**config.mk**
```make
export PLATFORM = sky130hd
export DESIGN_NAME = membus_arbiter
export DESIGN_NICKNAME = d
export VERILOG_FILES = /design/src/rtl/membus_arbiter.sv
export SDC_FILE = /design/constraint.sdc
export NUM_CORES = 1
export LEC_CHECK = 0
export BUFFER_PORTS_ARGS = -buffer_cell sky130_fd_sc_hd__buf_4
export CORE_ASPECT_RATIO = 1.75
export CORE_UTILIZATION = 30
export CTS_CLUSTER_SIZE = 28
export DETAILED_ROUTE_END_ITERATION = 10
export PLACE_DENSITY = 0.95
export SYNTH_ARGS = -nofsm -noshare
export SYNTH_HDL_FRONTEND = slang
export SYNTH_SLANG_ARGS = --single-unit
export TNS_END_PERCENT = 30
```
**constraint.sdc**
```tcl
create_clock -name clk -period 4.4 [get_ports clk]
set_input_delay 0.44 -clock clk [delete_from_list [all_inputs] [get_ports clk]]
set_output_delay 0.44 -clock clk [all_outputs]
set_load 0.01 [all_outputs]
```
**src/rtl/membus_arbiter.sv**
```systemverilog
// Single-port memory bus arbiter: host register bus plus two layer renderers, one access per cycle.
// Optional starvation guard for the renderers is compiled in with `define MEMBUS_ARB_STARVE_GUARD_EN.
module membus_arbiter #(
    parameter int unsigned STARVE_LIMIT = 4
) (
    input  logic        clk,
    input  logic        reset,

    input  logic [17:0] host_addr,
    input  logic [7:0]  host_wrdata,
    input  logic        host_write,
    input  logic        host_strobe,
    output logic        host_ack,

    input  logic [17:0] l1_addr,
    input  logic        l1_strobe,
    output logic        l1_ack,

    input  logic [17:0] l2_addr,
    input  logic        l2_strobe,
    output logic        l2_ack,

    output logic [17:0] mem_addr,
    output logic [31:0] mem_wrdata,
    output logic [3:0]  mem_bytesel,
    output logic        mem_write,
    output logic        mem_strobe,
    output logic [1:0]  rd_sel
);

    // Handshake: a request is a strobe level; the cycle it wins arbitration it drives the
    // memory bus, and exactly one cycle later its ack pulses (read data valid) for one cycle.
    // The grant is committed once made; a strobe still high after its ack is a new request.

    typedef enum logic [1:0] {
        OWN_NONE = 2'd0,
        OWN_HOST = 2'd1,
        OWN_L1   = 2'd2,
        OWN_L2   = 2'd3
    } owner_e;

    typedef enum logic {
        RR_L1 = 1'b0,
        RR_L2 = 1'b1
    } rr_e;

    if (STARVE_LIMIT < 1 || STARVE_LIMIT > 15) begin : g_limit_check
        $error("membus_arbiter: STARVE_LIMIT must lie in 1..15");
    end

    owner_e grant;
    owner_e rd_sel_q, rd_sel_d;
    rr_e    rr_q, rr_d;
    logic   host_ack_q, host_ack_d;
    logic   l1_ack_q, l1_ack_d;
    logic   l2_ack_q, l2_ack_d;
    logic   ren_pending;
    logic   ren_pick_l2;
    logic   guard_force;

    assign ren_pending = l1_strobe | l2_strobe;

    // Renderer choice when no host is involved: the round-robin pointer only matters on a tie.
    always_comb begin
        ren_pick_l2 = l2_strobe;
        if (l1_strobe && l2_strobe) begin
            ren_pick_l2 = (rr_q == RR_L2);
        end
    end

`ifdef MEMBUS_ARB_STARVE_GUARD_EN
    localparam logic [3:0] LIMIT_C = 4'(STARVE_LIMIT);

    logic [3:0] starve_q, starve_d;

    assign guard_force = ren_pending && (starve_q == LIMIT_C);

    // Counts host wins while a renderer is waiting; any renderer win or no waiting renderer clears it.
    always_comb begin
        starve_d = starve_q;
        if (grant == OWN_L1 || grant == OWN_L2 || !ren_pending) begin
            starve_d = 4'd0;
        end else if (grant == OWN_HOST && starve_q != 4'hF) begin
            starve_d = starve_q + 4'd1;
        end
    end
`else
    assign guard_force = 1'b0;
`endif

    // Reset gates the grant so the bus stays idle while reset is held.
    always_comb begin
        grant = OWN_NONE;
        if (!reset) begin
            if (host_strobe && !guard_force) begin
                grant = OWN_HOST;
            end else if (ren_pending) begin
                grant = ren_pick_l2 ? OWN_L2 : OWN_L1;
            end
        end
    end

    always_comb begin
        mem_addr   = 18'd0;
        mem_strobe = 1'b0;
        mem_write  = 1'b0;
        case (grant)
            OWN_HOST: begin
                mem_addr   = host_addr;
                mem_strobe = 1'b1;
                mem_write  = host_write;
            end
            OWN_L1: begin
                mem_addr   = l1_addr;
                mem_strobe = 1'b1;
            end
            OWN_L2: begin
                mem_addr   = l2_addr;
                mem_strobe = 1'b1;
            end
            default: begin
                mem_addr   = 18'd0;
                mem_strobe = 1'b0;
            end
        endcase
    end

    assign mem_bytesel = 4'b0001 << mem_addr[1:0];
    assign mem_wrdata  = {4{host_wrdata}};

    always_comb begin
        rr_d       = rr_q;
        host_ack_d = (grant == OWN_HOST);
        l1_ack_d   = (grant == OWN_L1);
        l2_ack_d   = (grant == OWN_L2);
        rd_sel_d   = grant;
        if (grant == OWN_L1) begin
            rr_d = RR_L2;
        end else if (grant == OWN_L2) begin
            rr_d = RR_L1;
        end
    end

    always_ff @(posedge clk or posedge reset) begin
        if (reset) begin
            rr_q       <= RR_L1;
            host_ack_q <= 1'b0;
            l1_ack_q   <= 1'b0;
            l2_ack_q   <= 1'b0;
            rd_sel_q   <= OWN_NONE;
`ifdef MEMBUS_ARB_STARVE_GUARD_EN
            starve_q   <= 4'd0;
`endif
        end else begin
            rr_q       <= rr_d;
            host_ack_q <= host_ack_d;
            l1_ack_q   <= l1_ack_d;
            l2_ack_q   <= l2_ack_d;
            rd_sel_q   <= rd_sel_d;
`ifdef MEMBUS_ARB_STARVE_GUARD_EN
            starve_q   <= starve_d;
`endif
        end
    end

    assign host_ack = host_ack_q;
    assign l1_ack   = l1_ack_q;
    assign l2_ack   = l2_ack_q;
    assign rd_sel   = rd_sel_q;

endmodule

```
==> results of run 1 <==
[registers in the layout (all words and copies together), names as in the netlist]
name      count
host_ack      1
l1_ack        1
l2_ack        1
rd_sel        2
rr_q          1
[final timing paths]
path / from / end / slack, ps
min in group clk: reset / rd_sel[0] / 400
worst min register to register: rr_q / rr_q / 490
worst max-delay path: rr_q / mem_bytesel[2] / 1900
worst min-delay path: reset / rd_sel[0] / 160
worst max register to register: rr_q / l2_ack / 3120
max in group asynchronous: reset / rd_sel[1] / 4050
[cells by family (layout without fill, tap and decap cells)]
family | Yosys count | after routing | share of synthesized area [%]
AND/OR/NAND/NOR | 17 | 17 | 10.86
flip-flops | 6 | 6 | 19.17
AO/OA/AOI/OAI | 21 | 21 | 23.96
buffers and inverters | 56 | 110 | 43.45
multiplexers | 2 | 2 | 2.556
[per-layer routing]
layer	vias to the layer above	global-route usage (%)	part of all wire, %
li1	433	-	-
met4	0	14.44	3.7
met1	429	15.76	31
met5	-	0	0
met2	60	31.75	52
met3	17	8.654	13
[metrics by stage]
step | setup slack, ps | power [mW] | util [%]
detailed placement | 1981 | 0.1779 | 48.59
finish | 1905 | 0.2595 | 50.25
floorplan | 2445 | 0.1343 | -
CTS | 1897 | 0.2625 | 50.25
global placement | 2044 | 0.1757 | 48.59
global route | 1676 | 0.2789 | 50.25
[cells in the final DEF (no fill, tap or decap), types with 2 or more instances in the layout]
master	Yosys	layout
nor2_1	4	4
nor2b_1	3	3
inv_1	18	18
o21ai_0	3	3
and2_1	2	2
a222oi_1	16	16
nand2_1	4	4
clkbuf_8	0	3
mux2i_1	2	2
and3_1	2	2
dfrtp_1	6	6
buf_4	32	89
[power breakdown]
group / leakage (nW) / internal (mW) / switching [mW]
sequential: 0.0780 / 0.0594 / 0.00168
clock: 0.0216 / 0.0588 / 0.0239
combinational: 0.681 / 0.0707 / 0.0450
total: 0.780 / 0.189 / 0.0706
[area by class of cell]
type	instances	area, um2	share of cell area, %
Multi-Input combinational cell	40	292.8	23.38
Inverter	18	67.56	5.395
Clock buffer	3	41.29	3.297
Tap cell	26	32.53	2.597
Sequential cell	6	150.1	11.99
Timing Repair Buffer	89	668.1	53.35
[critical path, stage by stage (launching register included)]
cell      delay [ps]
dfrtp_1          380
nand2b_1         170
and3_1           390
a222oi_1         560
nor2b_1          200
buf_4            130
==> results.md, run 1 <==
* Yosys warns at 0
* Avg Vias per Cell at 5.159
* GRT Util Overall at 19.24%
* DRC Markers at 0
* CTS tree: yes
* Clock Latency Late Sink at about 220 ps
* Syn Nets at 170
* Final min period at 2495 ps
* Most frequent cell after synthesis: buf_4
* Top cells by count, synth: 32 x buf_4, 18 x inv_1, 16 x a222oi_1
* Row count at 24
* Final period utilization at 56.71%
* Ant diodes at 0
* Sequential area share after synthesis at 19.17%
* Largest net degree at the start of global routing at 21
* Leak at 0.7804 nW
* Async SR Flop Fraction at 100.0%
* Routed Wire Length at roughly 2700 um
* #FFs+latches synth at 6
* Initial Util at 31.43%
* Post-Place Cells at 179
* Yosys cell types at 18
* Synth Cell Area at 783.3 um2
* Fillers at roughly 230
* Number of synthesized flops with an enable pin at 0
* FMAX at 400.7 MHz
* Pre-antenna DRT Iters at 5
* Area delta synth->final at 59.90%
* Clock skew at between 2 and 3 ps
* DR iter-0 viols at 62
* Endpoints failing hold at 0
* Die footprint at 0.002827 mm2
* Post-synthesis instance total at around 100
* Post-Place Cell Area at 0.001211 mm2
* Core area at 0.002492 mm2
* Max IR drop VDD at 122.1 uV
* # hold bufs at CTS at 0
* CTS resizes at 0
* CP Data Arrival Time at 2060 ps
* PD cells at 207.2 mW/mm2
* Global-route wire length before repair at about 3800 um
* CP Launch Type: register
* CTS Sinks at 6
* Min-delay worst type: primary input to async pin
* Via count at roughly 940
* Design area at 0.001252 mm2
* Largest area contributor in the netlist: buf_4
* Gpl congestion at 0.6944
* Hold Slack at between 150 and 200 ps
* Final setup violation count at 0
* Synth top area cells: buf_4 31%, a222oi_1 20%, dfrtp_1 19%, inv_1 8.6%, mux2i_1 2.6%
* CP Max Fanout at 17
* CP Class: register to output port
* Dominant synthesized flop cell: dfrtp_1
* Non-Filler Instances at 182
* Number of I/O pins at ~130
* Setup TNS Final at 0 ps
* CP endpoint kind: output port
* Die height at a little under 70 um
* GRT overflow at 0
* Num CTS Buffers at 3
* Vias in the first global route at 889
* Dpl hpwl at 2095 um
* Clock transition at the registers of the reported paths at 40 ps
* Setup Fix Bufs, Post-CTS at 0
* Max cap viols at 0
* Clock root buffer: clkbuf_8
* Syn_area_per_cell at 7.679 um2
* Req. time, crit path at 3960 ps
* CTS H-tree depth at 1
* DIE WIDTH at 40.63 um
* Antenna violations before repair at 0
* Final ANT Viol Nets at 0
* RSZ-0062 raised after global routing: no
* Actual slew at the worst max-slew pin at 680.6 ps
* R2R cell count at 2
* Relative slew slack at about 55%
* Routed WL per cell at 14.64 um
* Status: finished, final reports clean
* PortBufs at 88
* Final Max Slew Viols at 0
* Nets@finish at 226
* Share of layout cells above drive strength 1 at 58.97%
* Clock buffer depth at 2
* Yosys top cell area share at between 30 and 40%
Power figures use the tool's default switching activity.
==> run 2, diff against run 1 <==
--- a/config.mk
+++ b/config.mk
@@ -7,10 +7,10 @@
 export LEC_CHECK = 0
 export BUFFER_PORTS_ARGS = -buffer_cell sky130_fd_sc_hd__buf_4
 export CORE_ASPECT_RATIO = 1.75
-export CORE_UTILIZATION = 30
+export CORE_UTILIZATION = 25
 export CTS_CLUSTER_SIZE = 28
 export DETAILED_ROUTE_END_ITERATION = 10
-export PLACE_DENSITY = 0.95
+export PLACE_DENSITY = 0.86
 export SYNTH_ARGS = -nofsm -noshare
 export SYNTH_HDL_FRONTEND = slang
 export SYNTH_SLANG_ARGS = --single-unit
==> constraint.sdc (replaced) <==
create_clock -name clk -period 2.25 [get_ports clk]
set_input_delay 0.225 -clock clk [delete_from_list [all_inputs] [get_ports clk]]
set_output_delay 0.225 -clock clk [all_outputs]
set_load 0.01 [all_outputs]
==> run 2 against run 1 <==
Net effect:
- non-clock buffer count grew 4
- clock skew about the same
- final cell count up 11%
- utilization shrank 6.2 points
- highest routed layer unchanged
==> results.md, run 2 (same netlist as run 1, synthesis figures left out) <==
* Status: finished, final reports clean
* Clock root buffer: clkbuf_8
* DR iter-0 viols at 56
* Post-Place Cell Area at 0.001246 mm2
* Share of layout cells above drive strength 1 at between 50% and 60%
* Clock Latency Late Sink at 220 ps
* CP endpoint kind: output port
* Area delta synth->final at 66.61%
* CP bufs+invs at 1
* Nets@finish at 230
* Slowest stage delay, CP at 510 ps
* CP Class: register to output port
* RSZ-0062 raised after global routing: no
* Max IR drop VDD at 267.7 uV
* Via count at 907
* Leak at ~0.8 nW
* Largest net degree at the start of global routing at 21
* Initial Util at 26.46%
* Final setup violation count at 0
* Commonest cells after routing, fill and taps aside: 92 x buf_4, 18 x inv_1, 16 x a222oi_1
* Slowest-stage cell, CP: a222oi_1
* Number of I/O pins at between 100 and 150
* Reg2Reg Launch Point: rr_q
* Routed WL per cell at around 14 um
* Cell family with most CP delay: simple AND/OR/NAND/NOR gates
* Max reg flops at 2
* Final ANT Viol Nets at 0
* CP Launch Type: register
* GRT Util Overall at 16.18%
* Final min period at approximately 2100 ps
* Clock skew at 2.916 ps
* R2R cell count at 4
* Pre-antenna DRT Iters at 4
* Endpoints failing hold at 0
* CTS Sinks at 6
* DRC Markers at 0
* Avg Vias per Cell at 4.490
* Worst R2R End: rr_q
* Num CTS Buffers at 3
* Hold wc startpoint: reset
* DIE WIDTH at 44.31 um
* CP Data Arrival Time at 1880 ps
* Design area at ~0.0013 mm2
* Row count at 26
* PD cells at 392.3 mW/mm2
* Relative slew slack at around three fifths
* Antenna violations before repair at 0
* Layout Utilization at 44.08%
* Req. time, crit path at roughly 2000 ps
* Total power at about 0.51 mW
* Core area at just under 0.003 mm2
* Routed Wire Length at 2791 um
* CTS H-tree depth at 1
* Clock buffer depth at 2
* Final Max Slew Viols at 0
* Hold Path Depth at 2
* Vias in the first global route at 910
* CP Max Fanout at 6
* Hold EP: rd_sel[0]
* Die height at 76.05 um
* Global-route wire length before repair at 4112 um
* Dpl hpwl at roughly 2300 um
* CTS tree: yes
* Reg2reg setup slack at 1060 ps
* Fillers at 296
* Ant diodes at 0
* Clock transition at the registers of the reported paths at 40 ps
* FMAX at 475.7 MHz
* Min-delay worst type: primary input to register
* Die footprint at 0.003370 mm2
* GRT overflow at 0
* CTS resizes at 0
* Crit path cell chain: nand2b_1 -> and3_1 -> a222oi_1 -> nor2b_1 -> buf_4
* Max cap viols at 0
* PortBufs at 88
* Actual slew at the worst max-slew pin at roughly 620 ps
* Final period utilization at 93.43%
* Gpl congestion at 0.7512
* Setup TNS Final at 0 ps
* Commonest non-fill, non-tap cell in the layout: buf_4
## run 2: changes by cell type in the layout (fill, tap and decap cells not counted), sizes merged
| cell | change |
|---|---|
| buf | +3 |
| dlygate4sd3 | +1 |
## run 2: final cells by class
cell class	count	area [um2]	area share, %
Timing Repair Buffer	93	700.7	53.69
Multi-Input combinational cell	40	292.8	22.44
Sequential cell	6	150.1	11.51
Inverter	18	67.56	5.177
Tap cell	42	52.55	4.027
Clock buffer	3	41.29	3.164
## run 2: worst max path at each step
stage / from / slack, ps / end / depth (start not counted)
2_1_floorplan: rr_q / 520 / mem_bytesel[2] / 5
3_3_place_gp: rr_q / 410 / mem_bytesel[2] / 5
3_5_place_dp: rr_q / 360 / mem_bytesel[2] / 5
4_1_cts: rr_q / 120 / mem_bytesel[2] / 5
5_1_grt: rr_q / 10 / mem_bytesel[2] / 5
6_report: rr_q / 150 / mem_bytesel[2] / 5
## run 2: where the power goes
group / total [mW] / leakage (nW) / internal, mW / switching, mW
registers: 0.119 / 0.0780 / 0.116 / 0.00288
logic: 0.234 / 0.700 / 0.143 / 0.0911
clock network: 0.159 / 0.0216 / 0.115 / 0.0440
total: 0.512 / 0.800 / 0.374 / 0.138
## run 2: what timing repair did
item                                    CTS  global route
endpoints found under the hold margin     6             0
hold buffers                              1             0
endpoints found under the setup margin    0             3
setup buffers                             0             1
## run 2: through the flow
step / hold slack (ps) / setup WS [ps] / instances
floorplan: 15.96 / 522.5 / 102
global placement: 183.1 / 409.9 / 197
detailed placement: 185.1 / 357.4 / 197
CTS: 185.8 / 118.3 / 201
global route: 189.6 / 10.15 / 202
finish: 193.7 / 147.9 / 202
## run 2: layer usage
layer	part of all wire (%)	global-route usage, %
met2	56	29.71
met5	0	0
met4	2.1	8.182
met3	12	6.872
met1	30	13.64
